### config.mk
export PLATFORM = sky130hd
export DESIGN_NAME = nibble_serial_adder_flat
export DESIGN_NICKNAME = d
export VERILOG_FILES = /design/src/rtl/nsa_pkg.sv /design/src/rtl/nibble_serial_adder_if.sv /design/src/rtl/nib_add4.sv /design/src/rtl/nibble_serial_adder.sv /design/src/flat_wrapper.sv
export SDC_FILE = /design/constraint.sdc
export NUM_CORES = 1
export LEC_CHECK = 0
export BUFFER_PORTS_ARGS = -buffer_cell sky130_fd_sc_hd__buf_2
export CAP_MARGIN = 25
export CORE_ASPECT_RATIO = 0.6
export CORE_MARGIN = 8
export CORE_UTILIZATION = 53
export DETAILED_ROUTE_END_ITERATION = 12
export PLACE_DENSITY = 0.87
export RECOVER_POWER = 25
export SLEW_MARGIN = 10
export SYNTH_ARGS = -nofsm -noshare
export SYNTH_HDL_FRONTEND = slang
export SYNTH_SLANG_ARGS = --single-unit
### constraint.sdc
create_clock -name clk -period 3.12 [get_ports clk]
set_input_delay 0.936 -clock clk [delete_from_list [all_inputs] [get_ports clk]]
set_output_delay 0.936 -clock clk [all_outputs]
set_load 0.01 [all_outputs]
### src/rtl/nsa_pkg.sv
// Shared types and constants for the nibble-serial adder.
package nsa_pkg;

    typedef enum logic [1:0] {
        IDLE = 2'd0,
        RUN  = 2'd1,
        DONE = 2'd2
    } state_t;

    localparam int NIB_W = 4;

    // The index needs at least one bit, even when there is only a single nibble.
    function automatic int idx_width(input int nibbles);
        return (nibbles <= 1) ? 1 : $clog2(nibbles);
    endfunction

endpackage

### src/rtl/nibble_serial_adder_if.sv
// Request/result bundle of the nibble-serial adder.
interface nsa_if #(parameter int NIBBLES = 4);

    localparam int W = 4 * NIBBLES;

    logic         start;
    logic [W-1:0] ain;
    logic [W-1:0] bin;
    logic         cin;
    logic         busy;
    logic         done;
    logic [W-1:0] sout;
    logic         cout;
    logic         ovf;

    modport master (output start, ain, bin, cin, input busy, done, sout, cout, ovf);
    modport slave  (input start, ain, bin, cin, output busy, done, sout, cout, ovf);

endinterface

### src/rtl/nib_add4.sv
// Combinational 4-bit add slice with carry in and carry out.
module nib_add4
    import nsa_pkg::*;
(
    input  logic [NIB_W-1:0] a,
    input  logic [NIB_W-1:0] b,
    input  logic             ci,
    output logic [NIB_W-1:0] s,
    output logic             co
);

    assign {co, s} = {1'b0, a} + {1'b0, b} + {{NIB_W{1'b0}}, ci};

endmodule

### src/rtl/nibble_serial_adder.sv
// Wide adder that reuses one 4-bit slice, least-significant nibble first.
module nibble_serial_adder
    import nsa_pkg::*;
#(
    parameter int NIBBLES = 4
)
(
    input logic  clk,
    input logic  rst,
    nsa_if.slave bus
);

    localparam int W  = NIB_W * NIBBLES;
    localparam int IW = idx_width(NIBBLES);

    state_t          state_r;
    state_t          state_nxt_s;
    logic [W-1:0]    a_r;
    logic [W-1:0]    b_r;
    logic            carry_r;
    logic [IW-1:0]   idx_r;
    logic [W-1:0]    sout_r;
    logic            cout_r;
    logic            ovf_r;

    logic            accept_s;
    logic            last_s;
    logic [NIB_W-1:0] a_nib_s;
    logic [NIB_W-1:0] b_nib_s;
    logic [NIB_W-1:0] sum_nib_s;
    logic            co_s;

    // A request is taken whenever no nibbles are in flight.
    assign accept_s = bus.start && (state_r != RUN);
    assign last_s   = (idx_r == IW'(NIBBLES - 1));
    assign a_nib_s  = a_r[NIB_W * int'(idx_r) +: NIB_W];
    assign b_nib_s  = b_r[NIB_W * int'(idx_r) +: NIB_W];

    nib_add4 u_slice (
        .a  (a_nib_s),
        .b  (b_nib_s),
        .ci (carry_r),
        .s  (sum_nib_s),
        .co (co_s)
    );

    // Next-state decode for the IDLE/RUN/DONE sequencer.
    always_comb begin
        state_nxt_s = state_r;
        case (state_r)
            IDLE: begin
                if (bus.start) state_nxt_s = RUN;
                else           state_nxt_s = IDLE;
            end
            RUN: begin
                if (last_s) state_nxt_s = DONE;
                else        state_nxt_s = RUN;
            end
            DONE: begin
                if (bus.start) state_nxt_s = RUN;
                else           state_nxt_s = IDLE;
            end
            default: state_nxt_s = IDLE;
        endcase
    end

    // Sequencer state register.
    always_ff @(posedge clk) begin
        if (rst) state_r <= IDLE;
        else     state_r <= state_nxt_s;
    end

    // Operand capture, per-nibble accumulation and final flags.
    always_ff @(posedge clk) begin
        if (rst) begin
            a_r     <= {W{1'b0}};
            b_r     <= {W{1'b0}};
            carry_r <= 1'b0;
            idx_r   <= {IW{1'b0}};
            sout_r  <= {W{1'b0}};
            cout_r  <= 1'b0;
            ovf_r   <= 1'b0;
        end else if (accept_s) begin
            a_r     <= bus.ain;
            b_r     <= bus.bin;
            carry_r <= bus.cin;
            idx_r   <= {IW{1'b0}};
            sout_r  <= {W{1'b0}};
            cout_r  <= 1'b0;
            ovf_r   <= 1'b0;
        end else if (state_r == RUN) begin
            sout_r[NIB_W * int'(idx_r) +: NIB_W] <= sum_nib_s;
            carry_r <= co_s;
            if (last_s) begin
                // idx parks on the top nibble instead of wrapping.
                cout_r <= co_s;
                ovf_r  <= (a_r[W-1] == b_r[W-1]) && (sum_nib_s[NIB_W-1] != a_r[W-1]);
            end else begin
                idx_r <= idx_r + IW'(1);
            end
        end
    end

    assign bus.busy = (state_r == RUN);
    assign bus.done = (state_r == DONE);
    assign bus.sout = sout_r;
    assign bus.cout = cout_r;
    assign bus.ovf  = ovf_r;

endmodule

### src/flat_wrapper.sv
// flat-port wrapper written by rule: the top's interface ports become plain ports
module nibble_serial_adder_flat import nsa_pkg::*;
#(
    parameter int NIBBLES = 4
)
  (clk, rst, bus_start, bus_ain, bus_bin, bus_cin, bus_busy, bus_done, bus_sout, bus_cout, bus_ovf);
  nsa_if #(.NIBBLES(NIBBLES)) bus_i ();
  input logic clk;
  input logic rst;
  input wire logic [$bits(bus_i.start)-1:0] bus_start;
  input wire logic [$bits(bus_i.ain)-1:0] bus_ain;
  input wire logic [$bits(bus_i.bin)-1:0] bus_bin;
  input wire logic [$bits(bus_i.cin)-1:0] bus_cin;
  output wire logic [$bits(bus_i.busy)-1:0] bus_busy;
  output wire logic [$bits(bus_i.done)-1:0] bus_done;
  output wire logic [$bits(bus_i.sout)-1:0] bus_sout;
  output wire logic [$bits(bus_i.cout)-1:0] bus_cout;
  output wire logic [$bits(bus_i.ovf)-1:0] bus_ovf;
  assign bus_i.start = bus_start;
  assign bus_i.ain = bus_ain;
  assign bus_i.bin = bus_bin;
  assign bus_i.cin = bus_cin;
  assign bus_busy = bus_i.busy;
  assign bus_done = bus_i.done;
  assign bus_sout = bus_i.sout;
  assign bus_cout = bus_i.cout;
  assign bus_ovf = bus_i.ovf;
  nibble_serial_adder #(.NIBBLES(NIBBLES)) u_core (.clk(clk), .rst(rst), .bus(bus_i));
endmodule
==> metrics.txt <==
status finished, final reports clean; Num CTS Buffers 5; met3 usage 4.67%; gpl congestion 0.857; Ports 56; setup tns final 0 ns; CP cell instances mux4_2 > fa_1 > fa_1 > xor2_1 > a22oi_1 > nor2_1; Most Crowded Layer GR met2; CTS resizes 0; post-synthesis cell count 266; part of the power in combinational logic roughly 14%; Antenna Cells 0; Max Clk Rate 344 MHz; overall power 1370 uW; CTS tree built; First-pass DRT Iterations 4; post-DP HPWL 4350 um; largest area contributor in the netlist dfxtp_1; DP Worst Slack 0.265 ns; Max H-tree Level 2; fin worst setup slack 0.216 ns; total global routing overflow 0; initial antenna violation count 0; postcts setup bufs 0; wire per inst 15.2 um; synth top area cells dfxtp_1 (46%), nand2_1 (12%), a21oi_1 (8.3%); Filler cells 400; die area 7040 um^2; Crit path largest cell delay ~0.66 ns; static leakage 0.00117 uW; Fin. Hold Viols 0; CP Data Required Time 3.36 ns; Max clock buf depth 2; RSZ-0062 raised after global routing no; fin crit share approximately 93%; Hold Path Class reg -> reg; r2r endpoint u_core.bus.sout[6]; DRT iter0 DRCs 124; Root Driver clkbuf_8; CP Capture Type register; Die Y roughly 68 um; WP depth 6; Seq pwr share 54.9%; Reg area between 1000 and 1500 um^2; Cell Rows 19; worst-skew pair later-pin latency 0.31 ns; Syn Std Cell Area 2410 um^2; Worst Path Max Fanout 9; Critical-path top delay cell dfxtp_1; Sw Ratio 25.9%; synthesized flop and latch total 55; Worst path most repeated cell fa_1; NumNets Final 365; Detail Route Antenna Nets 0; power density cells 485 nW/um^2; Area Overhead vs Synth 17.5%; DRC 0; post-layout min period a little under 3 ns; largest net degree at the start of global routing 37; Crit path max-delay family adder cells; Yosys top cell area share 45.6%; Tot GR Track Use 17.4%; crit path launch u_core.idx_r[0]; Max Cap Viol 0; CP bufs+invs 0; pins over their slew limit 0; post-synthesis sequential area ratio ~46%; P_sw around 360 uW; vias in the first global route 2020; syn_area_per_cell 9.07 um^2; met1 usage a little under a quarter; DR vias/cell approximately 5.4; Peak VDD IR 318 uV; Worst Tran Pin Value approximately 0.89 ns; M2 GR Usage between 20% and 30%; Worst setup endpoint u_core.bus.sout[6]; Synth Warn # 0; clock sinks 55; Vias 2053; area of the multi-input gates about 1200 um^2; reg2reg path depth 6; layout cell share with drive strength beyond 1 23.5%; CTS Hold Buffers Added 0; wire length of the first global-routing pass 9530 um; worst flop-to-flop path startpoint u_core.idx_r[0]; WS Path Type reg -> reg; number of library cell types mapped by synthesis 35; Core ar. between 4000 and 5000 um^2; total wire length just under 6000 um; Starting Density ~54%; Clk pwr share 30.9%; Setup-failing EPs final 0; Syn Nets ~310; R2R setup slack 0.22 ns; Pint 1020 uW; IO Port Bufs 55; die extent in x ~100 um; type of origin of the critical path register; Worst-path clk slew 0.10 ns; critical path arrival between 3 and 4 ns; clk_skew 0.00772 ns; normalized max-slew margin 40.3%
-- worst register-to-register path, stage by stage, from the launching register on --
cell and delay, ns:
dfxtp_1 0.66, mux4_2 0.60, fa_1 0.44, fa_1 0.42
xor2_1 0.41, a22oi_1 0.20, nor2_1 0.11
-- cells in the mapped netlist --
cell type and number:
mux4_2 8, xnor2_1 1, or4_1 1, and2b_1 1, ha_1 9, a21boi_1 1, nor2_1 16, a211oi_1 3
nand3_1 1, a22oi_1 12, a21oi_1 40, nor4_2 1, nand2b_2 1, nor4b_4 1, and3b_4 1, xor2_1 1
and3b_1 1, or3b_1 4, a311oi_1 1, a21o_1 1, dfxtp_1 55, nand3b_4 1, o21ai_0 1, fa_1 2
buf_2 3, and4bb_1 1, nand2b_1 1, inv_1 4, and3_1 1, a21oi_2 1, o211ai_1 1, nand2_1 74
and2_1 2, clkbuf_1 12, nor2b_1 2
-- power by group through the flow --
stage	registers (uW)	clock network, uW	logic, uW
2_1_floorplan	763	0	135
3_3_place_gp	770	0	186
3_5_place_dp	771	0	193
4_1_cts	754	427	195
5_1_grt	759	457	215
6_report	754	424	195
-- through the flow --
stage	cell area, um^2	hold slack (ns)	utilization, %	cells
finish	2840	0.458	63.4	382
global route	2840	0.478	63.4	382
CTS	2850	0.457	63.7	382
detailed placement	2750	0.444	61.4	374
global placement	2750	0.436	61.4	374
floorplan	2410	0.433	-	266
-- cell families (layout without fill, tap and decap cells) --
logic type,Yosys count,after routing,share of synthesized area (%)
fa+ha+maj,11,11,6.32
buf+inv,19,72,3.11
xor+xnor,2,2,0.726
simple gates,110,110,21.9
mux,8,8,7.46
compound gates,61,61,14.8
flops,55,55,45.6
-- state kept, by name, indices dropped and copies added, names as in the netlist --
name and flops:
u_core.b_r 16, u_core.bus.cout 1, u_core.carry_r 1, u_core.state_r 2, u_core.bus.ovf 1, u_core.a_r 16, u_core.idx_r 2, u_core.bus.sout 16
-- layout make-up --
| type | instances | area share (%) |
|---|---|---|
| well taps | 63 | 2.78 |
| inverters | 4 | 0.530 |
| clock buffers | 8 | 3.53 |
| multi-input cells | 192 | 43.6 |
| flip-flops and latches | 55 | 38.8 |
| repair buffers | 60 | 10.7 |
-- metal layers --
metal	part of all wire (%)	vias to the layer above
li1	-	1012
met1	47	958
met2	45	72
met3	6.6	11
met4	1.3	0
met5	0	-
-- worst min-delay path by stage --
stage                             startpoint            endpoint  slack (ns)  depth (start not counted)
after floorplan               u_core.a_r[10]      u_core.a_r[10]        0.43                          2
after global placement    u_core.bus.sout[3]  u_core.bus.sout[3]        0.44                          2
after detailed placement  u_core.bus.sout[7]  u_core.bus.sout[7]        0.44                          2
after CTS                 u_core.bus.sout[7]  u_core.bus.sout[7]        0.46                          2
after global routing           u_core.b_r[2]       u_core.b_r[2]        0.48                          2
final                          u_core.b_r[2]       u_core.b_r[2]        0.46                          2
-- cells in the final DEF (no fill, tap or decap), types with 2 or more instances in the layout --
| cell type | instances |
|---|---|
| nand2_1 | 74 |
| dfxtp_1 | 55 |
| buf_2 | 50 |
| a21oi_1 | 40 |
| nor2_1 | 16 |
| a22oi_1 | 12 |
| ha_1 | 9 |
| mux4_2 | 8 |
| clkbuf_8 | 7 |
| clkbuf_1 | 7 |
| inv_1 | 4 |
| or3b_1 | 4 |
| buf_4 | 4 |
| a211oi_1 | 3 |
| nor2b_1 | 2 |
| fa_1 | 2 |
No activity file was read; power rests on OpenSTA's default activity.
